$ cat config.mk
export PLATFORM = sky130hd
export DESIGN_NAME = mem_stage_access_flat
export DESIGN_NICKNAME = d
export VERILOG_FILES = /design/src/rtl/mem_stage_access_if.sv /design/src/rtl/mem_stage_access.sv /design/src/flat_wrapper.sv
export SDC_FILE = /design/constraint.sdc
export NUM_CORES = 1
export LEC_CHECK = 0
export CAP_MARGIN = 25
export CORE_AREA = 3 3 125 103
export CTS_CLUSTER_SIZE = 28
export DETAILED_ROUTE_END_ITERATION = 7
export DIE_AREA = 0 0 128 106
export GPL_TIMING_DRIVEN = 0
export PLACE_DENSITY = 0.76
export SYNTH_ARGS = -nofsm -noshare
export SYNTH_HDL_FRONTEND = slang
export SYNTH_SLANG_ARGS = --single-unit
$ cat constraint.sdc
create_clock -name clk_i -period 1.65 [get_ports clk_i]
set_clock_uncertainty 0.15 [all_clocks]
set_input_delay 0.165 -clock clk_i [delete_from_list [all_inputs] [get_ports clk_i]]
set_output_delay 0.165 -clock clk_i [all_outputs]
set_load 0.05 [all_outputs]
$ cat src/rtl/mem_stage_access_if.sv
// mem_stage_access_if: request/acknowledge bus between the memory-stage
// sequencer (master) and a variable-latency data memory (slave).
interface mem_stage_access_if;
  logic        dmem_req_o;
  logic        dmem_we_o;
  logic [31:0] dmem_addr_o;
  logic [31:0] dmem_wdata_o;
  logic        dmem_ack_i;
  logic [31:0] dmem_rdata_i;

  modport master (
    output dmem_req_o, dmem_we_o, dmem_addr_o, dmem_wdata_o,
    input  dmem_ack_i, dmem_rdata_i
  );

  modport slave (
    input  dmem_req_o, dmem_we_o, dmem_addr_o, dmem_wdata_o,
    output dmem_ack_i, dmem_rdata_i
  );
endinterface

$ cat src/rtl/mem_stage_access.sv
// mem_stage_access: memory-stage access sequencer fed by the EX/MEM register.
// Turns Mem control bits into a req/ack transaction on the data memory bus,
// stalls the pipeline while the access is outstanding and abandons it after
// TIMEOUT_CYCLES wait cycles without an ack.
// Optional feature macro: MEM_ALIGN_CHECK_EN (misaligned access trap and the
// misalign_o port). Without it, the address is truncated to a word boundary.
//
// state | meaning
// ------+---------------------------------------------------------------
// IDLE  | no access outstanding; a present access is latched here
// WAIT  | request held on the bus, counting cycles until ack or timeout
// DONE  | pipeline released for one cycle; result pulses are visible
module mem_stage_access #(
  parameter int unsigned TIMEOUT_CYCLES = 16
) (
  input  logic        clk_i,
  input  logic        rst_i,
  input  logic [2:0]  mem_ctrl_i,
  input  logic        zero_i,
  input  logic [31:0] alu_ans_i,
  input  logic [31:0] rtdata_i,
  mem_stage_access_if.master dmem,
  output logic        stall_o,
  output logic [31:0] rdata_o,
  output logic        rdata_valid_o,
  output logic        branch_taken_o,
`ifdef MEM_ALIGN_CHECK_EN
  output logic        misalign_o,
`endif
  output logic        timeout_o
);

  typedef enum logic [1:0] {
    ST_IDLE = 2'd0,
    ST_WAIT = 2'd1,
    ST_DONE = 2'd2
  } state_t;

  localparam logic [7:0] TIMEOUT_LIM = 8'(TIMEOUT_CYCLES);

  state_t      state_q;
  logic [7:0]  count_q;
  logic [7:0]  count_inc;
  logic        is_branch;
  logic        is_read;
  logic        is_write;
  logic        access;
  logic        misaligned;
  logic [31:0] addr_next;

  // mem_ctrl_i is {Branch, MemRead, MemWrite}; write takes priority over read
  assign is_branch = mem_ctrl_i[2];
  assign is_read   = mem_ctrl_i[1];
  assign is_write  = mem_ctrl_i[0];
  assign access    = is_read | is_write;
  assign count_inc = count_q + 8'd1;

  assign branch_taken_o = is_branch & zero_i;

`ifdef MEM_ALIGN_CHECK_EN
  assign misaligned = (alu_ans_i[1:0] != 2'b00);
  assign addr_next  = alu_ans_i;
`else
  // Byte offset is dropped: the memory is only ever addressed by word
  logic unused_addr_lsb;
  assign unused_addr_lsb = ^alu_ans_i[1:0];
  assign misaligned      = 1'b0;
  assign addr_next       = {alu_ans_i[31:2], 2'b00};
`endif

  // Stall is combinational so the pipeline freezes in the same cycle the access appears
  always_comb begin
    stall_o = 1'b0;
    if (!rst_i) begin
      case (state_q)
        ST_IDLE: stall_o = access;
        ST_WAIT: stall_o = 1'b1;
        default: stall_o = 1'b0;
      endcase
    end
  end

  // Sequencer state, bus outputs and result pulses, all registered
  always_ff @(posedge clk_i) begin
    if (rst_i) begin
      state_q            <= ST_IDLE;
      count_q            <= '0;
      dmem.dmem_req_o    <= 1'b0;
      dmem.dmem_we_o     <= 1'b0;
      dmem.dmem_addr_o   <= '0;
      dmem.dmem_wdata_o  <= '0;
      rdata_o            <= '0;
      rdata_valid_o      <= 1'b0;
      timeout_o          <= 1'b0;
`ifdef MEM_ALIGN_CHECK_EN
      misalign_o         <= 1'b0;
`endif
    end else begin
      rdata_valid_o <= 1'b0;
      timeout_o     <= 1'b0;
`ifdef MEM_ALIGN_CHECK_EN
      misalign_o    <= 1'b0;
`endif
      case (state_q)
        ST_IDLE: begin
          if (access) begin
            if (misaligned) begin
              // Trapped without touching the bus; loads return zero
              state_q <= ST_DONE;
`ifdef MEM_ALIGN_CHECK_EN
              misalign_o <= 1'b1;
`endif
              if (!is_write) rdata_o <= '0;
            end else begin
              state_q           <= ST_WAIT;
              count_q           <= '0;
              dmem.dmem_req_o   <= 1'b1;
              dmem.dmem_we_o    <= is_write;
              dmem.dmem_addr_o  <= addr_next;
              dmem.dmem_wdata_o <= is_write ? rtdata_i : 32'd0;
            end
          end
        end
        ST_WAIT: begin
          // Ack is checked first so it wins over a simultaneous timeout
          if (dmem.dmem_ack_i) begin
            state_q         <= ST_DONE;
            dmem.dmem_req_o <= 1'b0;
            count_q         <= count_inc;
            if (!dmem.dmem_we_o) begin
              rdata_o       <= dmem.dmem_rdata_i;
              rdata_valid_o <= 1'b1;
            end
          end else if (count_inc == TIMEOUT_LIM) begin
            state_q         <= ST_DONE;
            dmem.dmem_req_o <= 1'b0;
            count_q         <= count_inc;
            timeout_o       <= 1'b1;
            if (!dmem.dmem_we_o) rdata_o <= '0;
          end else begin
            count_q <= count_inc;
          end
        end
        ST_DONE: begin
          state_q <= ST_IDLE;
          count_q <= '0;
        end
        default: begin
          state_q <= ST_IDLE;
          count_q <= '0;
        end
      endcase
    end
  end

endmodule
$ cat src/flat_wrapper.sv
// flat-port wrapper written by rule: the top's interface ports become plain ports
module mem_stage_access_flat 
#(
  parameter int unsigned TIMEOUT_CYCLES = 16
)
  (clk_i, rst_i, mem_ctrl_i, zero_i, alu_ans_i, rtdata_i, stall_o, rdata_o, rdata_valid_o, branch_taken_o, timeout_o, dmem_dmem_req_o, dmem_dmem_we_o, dmem_dmem_addr_o, dmem_dmem_wdata_o, dmem_dmem_ack_i, dmem_dmem_rdata_i);
  mem_stage_access_if dmem_i ();
  input  logic clk_i;
  input  logic rst_i;
  input  logic [2:0] mem_ctrl_i;
  input  logic zero_i;
  input  logic [31:0] alu_ans_i;
  input  logic [31:0] rtdata_i;
  output logic stall_o;
  output logic [31:0] rdata_o;
  output logic rdata_valid_o;
  output logic branch_taken_o;
  output logic timeout_o;
  output wire logic [$bits(dmem_i.dmem_req_o)-1:0] dmem_dmem_req_o;
  output wire logic [$bits(dmem_i.dmem_we_o)-1:0] dmem_dmem_we_o;
  output wire logic [$bits(dmem_i.dmem_addr_o)-1:0] dmem_dmem_addr_o;
  output wire logic [$bits(dmem_i.dmem_wdata_o)-1:0] dmem_dmem_wdata_o;
  input wire logic [$bits(dmem_i.dmem_ack_i)-1:0] dmem_dmem_ack_i;
  input wire logic [$bits(dmem_i.dmem_rdata_i)-1:0] dmem_dmem_rdata_i;
  assign dmem_dmem_req_o = dmem_i.dmem_req_o;
  assign dmem_dmem_we_o = dmem_i.dmem_we_o;
  assign dmem_dmem_addr_o = dmem_i.dmem_addr_o;
  assign dmem_dmem_wdata_o = dmem_i.dmem_wdata_o;
  assign dmem_i.dmem_ack_i = dmem_dmem_ack_i;
  assign dmem_i.dmem_rdata_i = dmem_dmem_rdata_i;
  mem_stage_access #(.TIMEOUT_CYCLES(TIMEOUT_CYCLES)) u_core (.clk_i(clk_i), .rst_i(rst_i), .mem_ctrl_i(mem_ctrl_i), .zero_i(zero_i), .alu_ans_i(alu_ans_i), .rtdata_i(rtdata_i), .dmem(dmem_i), .stall_o(stall_o), .rdata_o(rdata_o), .rdata_valid_o(rdata_valid_o), .branch_taken_o(branch_taken_o), .timeout_o(timeout_o));
endmodule
# Word-level counts from Yosys, hierarchy flattened
# Cells that the tools add are included.
[totals] reg_bits=108 in_bits=103 output_inout_bits=102
[op_classes] n_addsub=1 n_eq_ne=4 n_mux=19 bitwise=5 reduce_logical=9
[op_table] op="$mux 32" count=5
[op_table] op="$pmux 8 s2" count=1
[op_table] op="$add 8x1->8 const B" count=1
[op_table] op="$eq 8x5->1 const B" count=1
[op_table] op="$mux 8" count=1
[op_table] op="$mux 1" count=6
[op_table] op="$mux 2" count=3
[op_table] op="$reduce_and 3->1" count=2
[op_table] op="$reduce_or 3->1" count=2
[op_table] op="$pmux 1 s2" count=2
[op_table] op="$pmux 2 s2" count=1
[op_table] op="$reduce_and 2->1" count=2
[op_table] op="$reduce_bool 2->1" count=2
[op_table] op="$ne 3x2->1 const B" count=1
[op_table] op="$not 1->1" count=3
[op_table] op="$eq 2x1->1 const B" count=1
[op_table] op="$logic_not 2->1" count=1
[op_table] op="$ne 2x1->1 const B" count=1
[op_table] op="$and 1x1->1" count=1
[op_table] op="$or 1x1->1" count=1

# Logic depth before layout (Yosys ltp)
[depth] ltp_word=5 mapped_depth=7 depth_no_buf=5

# Worst setup path before layout
# No wires, ideal clock.
[synth_timing] path_type="input to output" startpoint="in rst_i" endpoint="out stall_o" arrival_time_ps=1632 required_time_ps=1335 setup_slack_ps=-297 cell_stages=3 cell_sequence="clkbuf_1 > clkbuf_1 > nor3_1"
[synth_via] elab_chain_cells=1
[synth_rtl] element="start: declaration" line_no="flat_wrapper.sv:9" rtl="input logic rst_i;"
[synth_rtl] element="$mux 1" line_no="mem_stage_access.sv:74" rtl="if (!rst_i) begin"
[synth_rtl] element="end: declaration" line_no="flat_wrapper.sv:14" rtl="output logic stall_o;"
# Every way passes these cells.

# Final worst setup path
[layout_timing] startpoint="reg u_core.state_q[0]" endpoint="reg u_core.rdata_o[9]"
[layout_via] elab_chain_cells=2
[layout_rtl] element="start: declaration" line_no="mem_stage_access.sv:41" rtl="state_t state_q;"
[layout_rtl] element="start signal: assignment" line_no="mem_stage_access.sv:86" rtl="state_q <= ST_IDLE;"
[layout_rtl] element="start signal: assignment" line_no="mem_stage_access.sv:109" rtl="state_q <= ST_DONE;"
[layout_rtl] element="start signal: assignment" line_no="mem_stage_access.sv:115" rtl="state_q <= ST_WAIT;"
[layout_rtl] element="$eq 2x1->1" line_no="mem_stage_access.sv:104" rtl="case (state_q)"
[layout_rtl] element="$reduce_and 3->1 (no source line)"
[layout_rtl] element="end signal: assignment" line_no="mem_stage_access.sv:131" rtl="rdata_o <= dmem.dmem_rdata_i;"
[layout_rtl] element="end: declaration" line_no="mem_stage_access.sv:24" rtl="output logic [31:0] rdata_o,"
# Every way passes these cells.
# A chain may end at the register's enable or synchronous reset.

==> run summary <==
The start-to-end type of the worst setup path is reg2reg. The portion of synthesized cell area occupied by the leading cell type is approximately half. The number of buffers inserted during clock tree synthesis came out at 9. The overall track demand over capacity in global routing is 19.9%. The finished layout holds 855 standard cells, fillers aside. The share of the Yosys chip area taken by registers is 50.1%. The fraction of registers with async set or reset after synthesis came out at 0%.

The tightest min-delay check is of the in2reg type. The library cell used most frequently in the layout, excluding fill and tap cells, is sky130_fd_sc_hd__dfxtp_1. The number of cells in the design after placement came out at 824. After detailed routing, the total wire length is 14.5 mm. The overall die height is 106 um. The relative slew slack is 60.5%. The count of cells along the worst hold path is 3. The later-pin clock latency in the skew report came out at around 0.34 ns. The largest driver fanout on the critical path is 7.

The basic-gate share of the synthesized area counting and, or, nand and nor cells is 13.7%. For this run, the post-layout net count is just over 800. For hold timing, the worst endpoint is u_core.rdata_o[0]$_SDFFE_PP0P_. The starting density of the core is 37.4%.

The design draws 7.07 mW. The compound-cell area share of the yosys netlist came out at between 20% and 30%. The flop and latch count out of synthesis came out at 108. The area occupied by multi-input gates came out at 0.00211 mm^2. The area added between synthesis and finish came out at 65.9%. The shortest clock period the worst path allows after layout is around 1.8 ns. The setup slack after layout is -0.130 ns. The startpoint of the worst hold path is dmem_dmem_ack_i. Of the total synthesized cell area, the portion taken by XOR and XNOR cells is 0%. The detail-routed net length per standard cell came out at 17.0 um. The total global routing overflow is 0. The number of failing setup endpoints in the final timing report is 32. The initial antenna violation count came to 0.

In this run the remaining antenna-violating nets after routing total 0. The detailed-router iteration count before antenna repair is 6. The kind of cell with the highest combined delay along the critical path is simple AND/OR/NAND/NOR gates. The width of the chip came out at between 100 and 150 um. CTS saw 108 sinks. The number of buffers on the longest clock path came out at 2. The clock tree from TritonCTS is yes.

The floorplan die area came out at 0.0136 mm^2. The cell count after synthesis is 477. By area, the combinational part of the netlist is dominated by compound AO/OA/AOI/OAI gates. The routed layout has ~4,500 vias.

The number of max-cap violations is 0. The required time of the critical path came out at 1.71 ns. The worst-case reg-to-reg path depth is 6.

Yosys attributes the largest share of cell area to sky130_fd_sc_hd__dfxtp_1 (50%), sky130_fd_sc_hd__a21oi_1 (8.3%), sky130_fd_sc_hd__mux2i_1 (7.4%), sky130_fd_sc_hd__a311oi_1 (6.7%), sky130_fd_sc_hd__nand2_1 (5.8%). In this run the number of cells on the critical path is 6. The worst flop-to-flop path startpoint is u_core.state_q[0]$_SDFFE_PP0P_. The library cell occupying the most area in the post-synthesis netlist is sky130_fd_sc_hd__dfxtp_1.

For this run, the leading register cell type out of synthesis is sky130_fd_sc_hd__dfxtp_1. The checks that failed: negative setup slack. The endpoint identified for the worst register-to-register timing path is u_core.rdata_o[9]$_SDFFE_PP0P_. Together, buffers and inverters on the worst path number 2. At the placement stage, the worst setup path has a slack of -0.709 ns. STA classifies the critical path startpoint as a flop. The count of buffers added on input and output ports is 198.

After legalization and detailed placement, the total HPWL measured 10.2 mm. The cell with the most instances on the worst path is sky130_fd_sc_hd__buf_12. The cell area after synthesis is 0.00432 mm^2.

The signal on the critical path passes through or3b_4 > nor2_8 > buf_12 > buf_12 > mux2i_1 > a311oi_1. The pin slew with the least headroom to its limit came out at 0.592 ns. The period utilization came out at 108%. The number of design rule violations left after detail routing is 0. The cell leakage power came out at between 3 and 4 nW. The final total negative setup slack came out at -2.70 ns.

The synthesis warning total came out at 0. The mux share of post-synthesis cell area came out at around 7.4%. The number of inserted diodes came out at 0. For this run, the slowest stage of the critical path takes 0.43 ns. The number of rows created at floorplan is 35. The filler cells instantiated in the layout total between 1,000 and 1,500. The last weighted congestion value of the routability-driven placer is 0.796. The worst path arrival time is 1.84 ns. In the routed layout, each cell is associated on average with a via count of 5.25. The master of the slowest instance on the critical path is sky130_fd_sc_hd__or3b_4.

The violation count after the first detailed-route iteration came out at 353. Leaving out fill and tap cells, the most frequent cells in the layout are sky130_fd_sc_hd__dfxtp_1 (101), sky130_fd_sc_hd__dlygate4sd2_1 (98), sky130_fd_sc_hd__clkdlybuf4s50_1 (96). Setup repair after global routing could not meet its margin everywhere. The register clock-pin slew on the reported worst setup and hold paths is 0.07 ns. In this run, post-CTS hold repair placed 0 buffers.

Entering global routing, the biggest net connects 19 pins. The total core area is 0.0116 mm^2. The combined flip-flop and latch cell area came out at between 0.002 and 0.0025 mm^2. The final-report hold violation count was 0. The number of levels the H-tree was split into came out at 3. The total count of max-transition violations in the final report came out at 0. The run finished, with violations left.

The number of unique standard cell types used by synthesis is 37. 205 I/O pins were placed. STA classifies the critical path endpoint as a flop. The first-pass GRT wire length came out at 22.1 mm. The synthesized area divided by synthesized cell count is 9.05 um^2. The number of enable-type register cells in the synthesized netlist came out at 0. The post-synthesis adder-cell area fraction is 0.290%. The worst ir drop on vdd is about 550 uV. The setup slack of the most critical reg-to-reg path is -0.13 ns. The power density over cell area came out at 987 mW/mm^2. The ratio of cells with drive above 1 in the final layout came out at about 15%. The via count of the first global-routing pass is 4,387. The cell sitting at the root of the clock tree is a sky130_fd_sc_hd__clkbuf_16. The highest attainable clock frequency is roughly 560 MHz.
-- metal layers --
layer	wire, um	vias to the layer above	part of all wire (%)	GRT usage [%]
li1	-	2170	-	-
met1	5940	2124	41	24.2
met4	195	0	1.3	4.77
met3	1290	19	8.9	6.93
met2	7090	177	49	33.8
met5	0	-	0	0
-- area by class of cell --
class / instances / area share [%]
Multi-Input combinational cell: 324 / 29.5
Clock inverter: 6 / 0.995
Clock buffer: 10 / 3.19
Timing Repair Buffer: 216 / 29.1
Sequential cell: 108 / 30.4
Tap cell: 148 / 2.58
Buffer: 42 / 4.26
Inverter: 1 / 0.0524
-- report_power, final --
part	internal (mW)	total [mW]	switching (mW)
sequential	2.78	2.87	0.0956
clock	1.19	2.17	0.980
combinational	0.786	2.03	1.24
-- sequential cells by signal, summed over array words and instances (netlist names) --
name	count
u_core.dmem.dmem_wdata_o	32
u_core.rdata_o	32
u_core.dmem.dmem_addr_o	30
u_core.count_q	8
u_core.state_q	2
u_core.dmem.dmem_req_o	1
u_core.dmem.dmem_we_o	1
u_core.rdata_valid_o	1
u_core.timeout_o	1
-- logic make-up (layout without fill, tap and decap cells) --
group,Yosys count,after routing
AOI/OAI and AO/OA,153,154
adders and majority gates,1,1
muxes,32,32
other,1,2
buffers and inverters,47,275
and+or+nand+nor,135,135
DFF,108,108
-- cells in the mapped netlist, types with 2 or more instances --
library cell and instances:
sky130_fd_sc_hd__o22ai_1 2, sky130_fd_sc_hd__nor2_1 41, sky130_fd_sc_hd__nor2b_1 2, sky130_fd_sc_hd__nor3_1 7, sky130_fd_sc_hd__clkbuf_1 36, sky130_fd_sc_hd__o21ai_1 2
sky130_fd_sc_hd__dfxtp_1 108, sky130_fd_sc_hd__buf_12 3, sky130_fd_sc_hd__a311oi_1 33, sky130_fd_sc_hd__nand3_1 3, sky130_fd_sc_hd__a211oi_1 2, sky130_fd_sc_hd__mux2i_1 32
sky130_fd_sc_hd__o21a_1 3, sky130_fd_sc_hd__a22oi_1 32, sky130_fd_sc_hd__and3_1 2, sky130_fd_sc_hd__a21oi_1 72, sky130_fd_sc_hd__buf_1 3, sky130_fd_sc_hd__nand2_1 67
sky130_fd_sc_hd__and2_1 2, sky130_fd_sc_hd__buf_4 4, sky130_fd_sc_hd__o21ai_0 5
-- worst max-delay path by stage --
stage / end / start
6_report: u_core.rdata_o[9]$_SDFFE_PP0P_ / u_core.state_q[0]$_SDFFE_PP0P_
5_1_grt: u_core.rdata_o[24]$_SDFFE_PP0P_ / u_core.dmem.dmem_we_o$_SDFFE_PP0P_
4_1_cts: u_core.rdata_o[27]$_SDFFE_PP0P_ / u_core.dmem.dmem_we_o$_SDFFE_PP0P_
3_5_place_dp: u_core.dmem.dmem_addr_o[26]$_SDFFE_PP0P_ / mem_ctrl_i[0]
3_3_place_gp: stall_o / rst_i
2_1_floorplan: u_core.rdata_o[0]$_SDFFE_PP0P_ / u_core.state_q[0]$_SDFFE_PP0P_
-- worst reg2reg max path: cells and delay by family, from the launching register on --
kind,cells,cell delay [ns]
AOI/OAI and AO/OA,1,0.07
buffers and inverters,2,0.30
and+or+nand+nor,2,0.55
DFF,1,0.37
muxes,1,0.21
-- repair_timing --
action,in CTS,in global routing
resized for setup,162,71
setup buffers,12,5
endpoints found under the setup margin,204,106
gates cloned,3,1
pin swaps,7,9
-- per-stage QoR --
| step | util, % | hold WS, ns | area (um^2) |
|---|---|---|---|
| 4_1_cts | 60.6 | 0.122 | 7000 |
| 2_1_floorplan | - | 0.151 | 4340 |
| 3_3_place_gp | 56.3 | 0.292 | 6510 |
| 3_5_place_dp | 56.3 | 0.296 | 6510 |
| 6_report | 62.0 | 0.137 | 7170 |
| 5_1_grt | 62.0 | 0.200 | 7170 |
Power figures use the tool's default switching activity.
